### src/rtl/seg7_pkg.sv
// Shared constants and FSM state type for the seven-segment display path.
package seg7_pkg;

  localparam int DIGIT_W    = 4;
  localparam int NUM_DIGITS = 4;
  localparam int BCD_MAX    = 9999;

  typedef enum logic [1:0] {
    IDLE  = 2'd0,
    SHIFT = 2'd1,
    DONE  = 2'd2
  } state_t;

endpackage

### src/rtl/bin2bcd_seq_if.sv
// Request/result bundle between a value source and the binary-to-BCD converter.
interface bin2bcd_seq_if #(
  parameter int IN_W = 16
);

  logic            start;
  logic [IN_W-1:0] bin_in;
  logic            busy;
  logic            done;
  logic            ovf;
  logic [3:0]      ones;
  logic [3:0]      tens;
  logic [3:0]      hundreds;
  logic [3:0]      thousands;

  modport master (
    output start, bin_in,
    input  busy, done, ovf, ones, tens, hundreds, thousands
  );

  modport slave (
    input  start, bin_in,
    output busy, done, ovf, ones, tens, hundreds, thousands
  );

endinterface

### src/rtl/bcd_add3.sv
// Double-dabble nibble correction: values of 5 or more get 3 added so the
// following left shift carries correctly into the next decimal digit.
module bcd_add3 (
  input  logic [3:0] nib,
  output logic [3:0] nib_adj
);

  // Correct one BCD nibble ahead of the shift
  always_comb begin
    nib_adj = nib;
    if (nib >= 4'd5) nib_adj = nib + 4'd3;
  end

endmodule

### src/rtl/bin2bcd_seq.sv
// Sequential binary-to-BCD converter (shift-add-3, one shift per clock).
// Digit outputs update only on the completion cycle, so the downstream
// display never sees intermediate shift values.
// Optional build macro: BIN2BCD_HEX_FALLBACK_EN -- on overflow, show the raw
// low 16 bits as hex digits instead of saturating to 9999.
module bin2bcd_seq #(
  parameter int IN_W    = 16,
  parameter int BCD_MAX = seg7_pkg::BCD_MAX
) (
  input  logic          clk_100MHz,
  input  logic          reset,
  bin2bcd_seq_if.slave  bus
);

  import seg7_pkg::*;

  localparam int              SCR_W = DIGIT_W * NUM_DIGITS;
  localparam int              CNT_W = $clog2(IN_W) + 1;
  localparam logic [CNT_W-1:0] LAST = CNT_W'(IN_W - 1);
  localparam logic [IN_W-1:0] MAX_W = IN_W'(BCD_MAX);

  state_t             state;
  state_t             state_nx;
  logic [IN_W-1:0]    bin_q;
  logic [SCR_W-1:0]   scratch;
  logic [SCR_W-1:0]   scratch_adj;
  logic [CNT_W-1:0]   cnt;
  logic               ovf_pend;
  logic               done_q;
  logic               ovf_q;
  logic [DIGIT_W-1:0] ones_q;
  logic [DIGIT_W-1:0] tens_q;
  logic [DIGIT_W-1:0] hundreds_q;
  logic [DIGIT_W-1:0] thousands_q;

  for (genvar g = 0; g < NUM_DIGITS; g++) begin : g_add3
    bcd_add3 u_add3 (
      .nib     (scratch[g*DIGIT_W +: DIGIT_W]),
      .nib_adj (scratch_adj[g*DIGIT_W +: DIGIT_W])
    );
  end

  // State register
  always_ff @(posedge clk_100MHz) begin
    if (reset) state <= IDLE;
    else       state <= state_nx;
  end

  // Next-state: out-of-range inputs skip the shift phase entirely
  always_comb begin
    state_nx = state;
    case (state)
      IDLE:    if (bus.start) state_nx = (bus.bin_in > MAX_W) ? DONE : SHIFT;
      SHIFT:   if (cnt == LAST) state_nx = DONE;
      DONE:    state_nx = IDLE;
      default: state_nx = IDLE;
    endcase
  end

  // Datapath: capture, correct-then-shift, and latch results on completion
  always_ff @(posedge clk_100MHz) begin
    if (reset) begin
      bin_q       <= '0;
      scratch     <= '0;
      cnt         <= '0;
      ovf_pend    <= 1'b0;
      done_q      <= 1'b0;
      ovf_q       <= 1'b0;
      ones_q      <= '0;
      tens_q      <= '0;
      hundreds_q  <= '0;
      thousands_q <= '0;
    end else begin
      done_q <= 1'b0;
      case (state)
        IDLE: begin
          if (bus.start) begin
            bin_q    <= bus.bin_in;
            scratch  <= '0;
            cnt      <= '0;
            ovf_pend <= (bus.bin_in > MAX_W);
          end
        end
        SHIFT: begin
          {scratch, bin_q} <= {scratch_adj, bin_q} << 1;
          cnt              <= cnt + 1'b1;
        end
        DONE: begin
          done_q <= 1'b1;
          ovf_q  <= ovf_pend;
          if (ovf_pend) begin
`ifdef BIN2BCD_HEX_FALLBACK_EN
            thousands_q <= bin_q[15:12];
            hundreds_q  <= bin_q[11:8];
            tens_q      <= bin_q[7:4];
            ones_q      <= bin_q[3:0];
`else
            thousands_q <= 4'd9;
            hundreds_q  <= 4'd9;
            tens_q      <= 4'd9;
            ones_q      <= 4'd9;
`endif
          end else begin
            thousands_q <= scratch[15:12];
            hundreds_q  <= scratch[11:8];
            tens_q      <= scratch[7:4];
            ones_q      <= scratch[3:0];
          end
        end
        default: ;
      endcase
    end
  end

  assign bus.busy      = (state != IDLE);
  assign bus.done      = done_q;
  assign bus.ovf       = ovf_q;
  assign bus.ones      = ones_q;
  assign bus.tens      = tens_q;
  assign bus.hundreds  = hundreds_q;
  assign bus.thousands = thousands_q;

endmodule

### src/flat_wrapper.sv
// flat-port wrapper written by rule: the top's interface ports become plain ports
module bin2bcd_seq_flat import seg7_pkg::*;
#(
  parameter int IN_W    = 16,
  parameter int BCD_MAX = seg7_pkg::BCD_MAX
)
  (clk_100MHz, reset, bus_start, bus_bin_in, bus_busy, bus_done, bus_ovf, bus_ones, bus_tens, bus_hundreds, bus_thousands);
  bin2bcd_seq_if #(.IN_W(IN_W)) bus_i ();
  input  logic clk_100MHz;
  input  logic reset;
  input wire logic [$bits(bus_i.start)-1:0] bus_start;
  input wire logic [$bits(bus_i.bin_in)-1:0] bus_bin_in;
  output wire logic [$bits(bus_i.busy)-1:0] bus_busy;
  output wire logic [$bits(bus_i.done)-1:0] bus_done;
  output wire logic [$bits(bus_i.ovf)-1:0] bus_ovf;
  output wire logic [$bits(bus_i.ones)-1:0] bus_ones;
  output wire logic [$bits(bus_i.tens)-1:0] bus_tens;
  output wire logic [$bits(bus_i.hundreds)-1:0] bus_hundreds;
  output wire logic [$bits(bus_i.thousands)-1:0] bus_thousands;
  assign bus_i.start = bus_start;
  assign bus_i.bin_in = bus_bin_in;
  assign bus_busy = bus_i.busy;
  assign bus_done = bus_i.done;
  assign bus_ovf = bus_i.ovf;
  assign bus_ones = bus_i.ones;
  assign bus_tens = bus_i.tens;
  assign bus_hundreds = bus_i.hundreds;
  assign bus_thousands = bus_i.thousands;
  bin2bcd_seq #(.IN_W(IN_W), .BCD_MAX(BCD_MAX)) u_core (.clk_100MHz(clk_100MHz), .reset(reset), .bus(bus_i));
endmodule
### config.mk
export PLATFORM = sky130hd
export DESIGN_NAME = bin2bcd_seq_flat
export DESIGN_NICKNAME = d
export VERILOG_FILES = /design/src/rtl/seg7_pkg.sv /design/src/rtl/bin2bcd_seq_if.sv /design/src/rtl/bcd_add3.sv /design/src/rtl/bin2bcd_seq.sv /design/src/flat_wrapper.sv
export SDC_FILE = /design/constraint.sdc
export NUM_CORES = 1
export LEC_CHECK = 0
export BUFFER_PORTS_ARGS = -buffer_cell sky130_fd_sc_hd__buf_2
export CELL_PAD_IN_SITES_DETAIL_PLACEMENT = 1
export CELL_PAD_IN_SITES_GLOBAL_PLACEMENT = 1
export CORE_ASPECT_RATIO = 0.75
export CORE_MARGIN = 2
export CORE_UTILIZATION = 46
export DETAILED_ROUTE_END_ITERATION = 10
export GPL_ROUTABILITY_DRIVEN = 1
export GPL_TIMING_DRIVEN = 0
export PLACE_DENSITY_LB_ADDON = 0.25
export SYNTH_ARGS = -nofsm -noshare
export SYNTH_HDL_FRONTEND = slang
export SYNTH_SLANG_ARGS = --single-unit
### constraint.sdc
create_clock -name clk_100MHz -period 2.4 [get_ports clk_100MHz]
set_clock_uncertainty 0.1 [all_clocks]
set_input_delay 0.36 -clock clk_100MHz [delete_from_list [all_inputs] [get_ports clk_100MHz]]
set_output_delay 0.36 -clock clk_100MHz [all_outputs]
set_load 0.02 [all_outputs]
Word level (Yosys, flattened, before mapping)
Index checks and enable logic that the tools add are counted.
Operators by class
  add/sub/neg operators: 5
  order comparisons: 5
  eq/ne operators: 5
  muxes and demuxes: 19
  reduce and logical (&&, ||, !) cells: 6
Operator list (count)
  16-bit case mux with 2 select lines: 2
  16-bit 2-to-1 mux: 2
  4-bit 2-to-1 mux: 7
  4-bit by 3-bit greater-or-equal comparator with 1-bit output (second input constant): 4
  16-bit by 14-bit greater-than comparator with 1-bit output (second input constant): 1
  4-bit by 2-bit adder with 4-bit output (second input constant): 3
  5-bit case mux with 2 select lines: 1
  2-bit 2-to-1 mux: 3
  2-bit AND reduction: 3
  5-bit by 1-bit adder with 5-bit output (second input constant): 1
  5-bit by 4-bit == test with 1-bit output (second input constant): 1
  5-bit 2-to-1 mux: 1
  2-bit case mux with 2 select lines: 1
  2-bit nonzero test: 2
  3-bit by 2-bit adder with 3-bit output (second input constant): 1
  3-bit 2-to-1 mux: 1
  2-bit by 1-bit == test with 1-bit output (second input constant): 1
  2-bit == test (second input constant): 1
  2-bit logical NOT: 1
  2-bit by 1-bit != test with 1-bit output (second input constant): 1
  2-bit != test (second input constant): 1
  1-bit 2-to-1 mux: 1
Storage, ports and cells
  register bits after elaboration: 58
  bits of input ports: 19
  output and inout bits: 19
  word-level logic and storage cells: 51

Depth between registers and ports, before layout
  depth after elaboration: 4
  gate-level depth with buffers: 6
  gate-level depth less buffers: 5

Hierarchy
Synthesis repeated with hierarchy kept, for this count alone.
Unflattened totals
  cell total of the unflattened synthesis: 341
  area, all modules: 2805.2 µm²
Modules (own cells, without submodules)
  bin2bcd_seq: instances 1, cells each 277, area each 2399.8 µm²
  bcd_add3: instances 4, cells each 16, area each 101.3 µm²

Worst setup path before layout
Ideal clock, no wire load.
  path kind: flip-flop to output port
  from: register u_core.state[1]
  to: output port bus_busy
  arrival time: 1.157 ns
  required time: 1.940 ns
  setup slack: 0.783 ns
  stages on the path, launching flop included: 5
  cell sequence: dfxtp_1 -> buf_2 -> buf_2 -> buf_2 -> or2_2
On the way
  cells in the longest elaborated chain, start to end: 1
Ends and longest elaborated chain
  start: declaration: line bin2bcd_seq.sv:22  | state_t state;
  start signal: assignment: line bin2bcd_seq.sv:46  | else state <= state_nx;
  2-bit nonzero test: line bin2bcd_seq.sv:115  | assign bus.busy = (state != IDLE);
  end: declaration: line flat_wrapper.sv:13  | output wire logic [$bits(bus_i.busy)-1:0] bus_busy;
No other way between the ends.

Worst setup path after layout
Same ends and word-level chain as after synthesis.

==> results.toml <==
[status]
outcome = "completed"

[layout]
final_layout_size_suffix_gt1_share_pct = 21.5
final_nets = 416
areaGrowthSynthToFinish_pct = 15.8
fin_util_pct = 56.1
num_antenna_cells = 0

[global_route]
antenna_found_initial = 0
grt_pass1_vias = 2603
grt_overflow = 0
grt_use_total_pct = 25.3
grt_pass1_wl_um = 13200
grt_max_degree = 11

[worst_setup_path]
endpoint_kind = "output port"
crit_family = "buffers and inverters"
cp_max_fo = 10
crit_path_start_kind = "register"
critPathRequiredTime_ps = 1940
slowest_stage = "dfxtp_1"
cp_cell_sequence = "clkbuf_4 > buf_2 > clkbuf_4 > or2_2 > buf_2"
rr_startpoint = "u_core.state[0]"
worstSetupPathType = "register to output port"
critPathArrivalTime_ps = 1810
crit_path_start = "u_core.state[1]"
critPathMaxStageDelay_ps = 420
crit_buf_inv = 4

[route]
wl_um = 8010
via_per_inst = 5.77
drtIter0Drc = 147
ant_nets = 0
routedWlPerCell_um = 17.1
dr.pass1.iters = 4
drc = 0
via_count = 2705

[timing]
min_period_over_period_pct = 94.6
slew-limit-headroom_pct = 58.3
setup_tns_ps = 0
max_freq_mhz = 440
layout_setup_ws_ps = 129
finalCriticalPeriod_ps = 2270
hold_violations = 0
maxSlewViolCount = 0
rsz0062_at_grt = "no"
finalSetupViolCount = 0
tightest_slew_ps = 623

[die]
dieArea_um2 = 6880
die_w_um = 95.1
start_util_pct = 48.4
io_pins = 38
rows = 24
core_um2 = 5920
die_h_um = 72.3

[logic_synthesis]
yosysWarnings = 0
netlist_area_um2 = 2860
synth_cell_types = 39
synth_area_leader_cell = "dfxtp_1"
synth_seq_cells = 58
synthTopCellsByArea = "dfxtp_1, o221a_2, a21oi_1"
syn_area_per_cell_um2 = 8.42
syn_nets = 369
synth.top_cell.area_share_pct = 40.5
netlist_instances = 340
ys_seq_area_share_pct = 40.5

[power]
seq_power_share_pct = 49.4
swShare_pct = 27.2
p_clk_share_pct = 38.3
p_leak_nw = 1.26
power.total_mw = 2.09
peakVddDrop_uv = 293
cellPowerDensity_nw_per_um2 = 630
intPower_mw = 1.52
p_comb_share_pct = 12.2
power.net_switching_mw = 0.568

[clock_network]
htree_levels = 3
clk_pin_slew_ps = 60
cts.sinks = 58
clkLatencyLatePin_ps = 340
cts_hold_buf = 0
cts_max_path_buffers = 2
numCtsBuffers = 9
cts_root_buf = "clkbuf_8"
cts_tree = "done"

[place]
routabilityCongestion = 0.883
dp_hpwl_um = 5820
port-buffer-count = 36
dpl_worst_slack_ps = 435

[job]
maxCapViolCount = 0

[worst_hold_path]
hold_path.class = "primary input to register"
min-delay-start = "bus_bin_in[0]"
## cell usage in the layout, fill, tap and decap left out, types with 2 or more instances in the layout
master,instances
a21oi_1,31
a22oi_1,2
buf_2,45
clkbuf_1,14
clkbuf_4,2
clkbuf_8,11
clkinv_2,3
dfxtp_1,58
ha_1,10
inv_1,19
mux2i_1,2
nand2_1,17
nand2b_1,7
nand3_1,18
nand3b_1,2
nor2_1,33
nor2b_1,20
nor3_1,17
nor3b_2,2
nor4b_1,4
o2111ai_1,8
o211ai_1,8
o21a_1,4
o21ai_0,10
o221a_2,16
o41ai_1,3
or3_1,8
xnor2_1,3
## stage by stage
step,area [um2],hold slack (ps),instances
final,3320,310,469
after global routing,3320,322,469
after CTS,3310,298,469
after detailed placement,3140,343,454
after global placement,3140,337,454
after floorplan,2860,356,340
## synth_stat cells, drive strengths merged
| master | number |
|---|---|
| a21o | 1 |
| a21oi | 31 |
| a22oi | 2 |
| a2bb2oi | 1 |
| a32o | 1 |
| and3 | 1 |
| buf | 12 |
| clkbuf | 14 |
| dfxtp | 58 |
| ha | 10 |
| inv | 19 |
| mux2i | 2 |
| nand2 | 17 |
| nand2b | 7 |
| nand3 | 18 |
| nand3b | 2 |
| nand4 | 1 |
| nor2 | 33 |
| nor2b | 20 |
| nor3 | 17 |
| nor3b | 3 |
| nor4 | 1 |
| nor4b | 4 |
| o2111ai | 8 |
| o211ai | 8 |
| o21a | 4 |
| o21ai | 10 |
| o21bai | 1 |
| o221a | 16 |
| o311ai | 1 |
| o32ai | 1 |
| o41ai | 3 |
| or2 | 1 |
| or3 | 8 |
| or4 | 1 |
| xnor2 | 3 |
## power by group through the flow
stage          sequential [mW]  combinational (mW)  clock (mW)
2_1_floorplan             1.06               0.157           0
3_3_place_gp              1.05               0.247           0
3_5_place_dp              1.05               0.251           0
4_1_cts                   1.03               0.254       0.816
5_1_grt                   1.04               0.283       0.874
6_report                  1.03               0.256       0.802
## cell families (layout without fill, tap and decap cells)
family	count (synthesis)	count (layout)	share of synthesized area [%]
mux	2	2	0.699
compound gates	88	88	22.6
buf+inv	45	96	6.42
fa+ha+maj	10	10	4.37
xor+xnor	3	3	0.918
flops	58	58	40.5
simple gates	134	134	24.5
## worst register-to-register path, cell delays in order (launching register included)
cell,delay (ps)
dfxtp_1,310
clkbuf_2,170
nor3b_2,560
buf_2,370
o2111ai_1,160
o211ai_1,120
## state kept, by name (all words and copies together), names as in the netlist
register and cells:
u_core.state 2, u_core.bus.ones 4, u_core.bus.tens 4, u_core.bus.thousands 4, u_core.scratch 16, u_core.bus.hundreds 4, u_core.bin_q 16, u_core.ovf_pend 1
u_core.bus.ovf 1, u_core.cnt 5, u_core.bus.done 1
## layout make-up
cell class                 count  area (um2)
buffer                        26         118
clock buffer                  12         155
clock inverter                 3        15.0
fill                         729        2600
inverter                      19        71.3
multi-input combinational    237        1520
sequential                    58        1160
tap                           78        97.6
timing repair buffer          36         180
## worst paths after layout
kind | slack [ps] | cells after the start | to
setup / recovery | 130 | 5 | bus_busy
hold reg to reg | 350 | 2 | u_core.bus.hundreds[1]
hold / removal | 310 | 4 | u_core.bin_q[0]
setup reg to reg | 550 | 5 | u_core.scratch[10]
## per-layer routing
metal  GRT usage (%)  vias to the layer above  wire (um)  part of all wire [%]
met1            34.3                     1348       3850                    48
li1                -                     1309          -                     -
met4            6.12                        0         74                  0.92
met5               0                        -          0                     0
met2            39.4                       39       3760                    47
met3            8.00                        9        327                   4.1
## what timing repair did
action	4_1_cts	5_1_grt
setup endpoints to repair	0	1
gates resized for setup	0	2
endpoints found under the hold margin	0	0
setup buffers	0	0
Note: power is estimated with default switching activity, not from simulation.
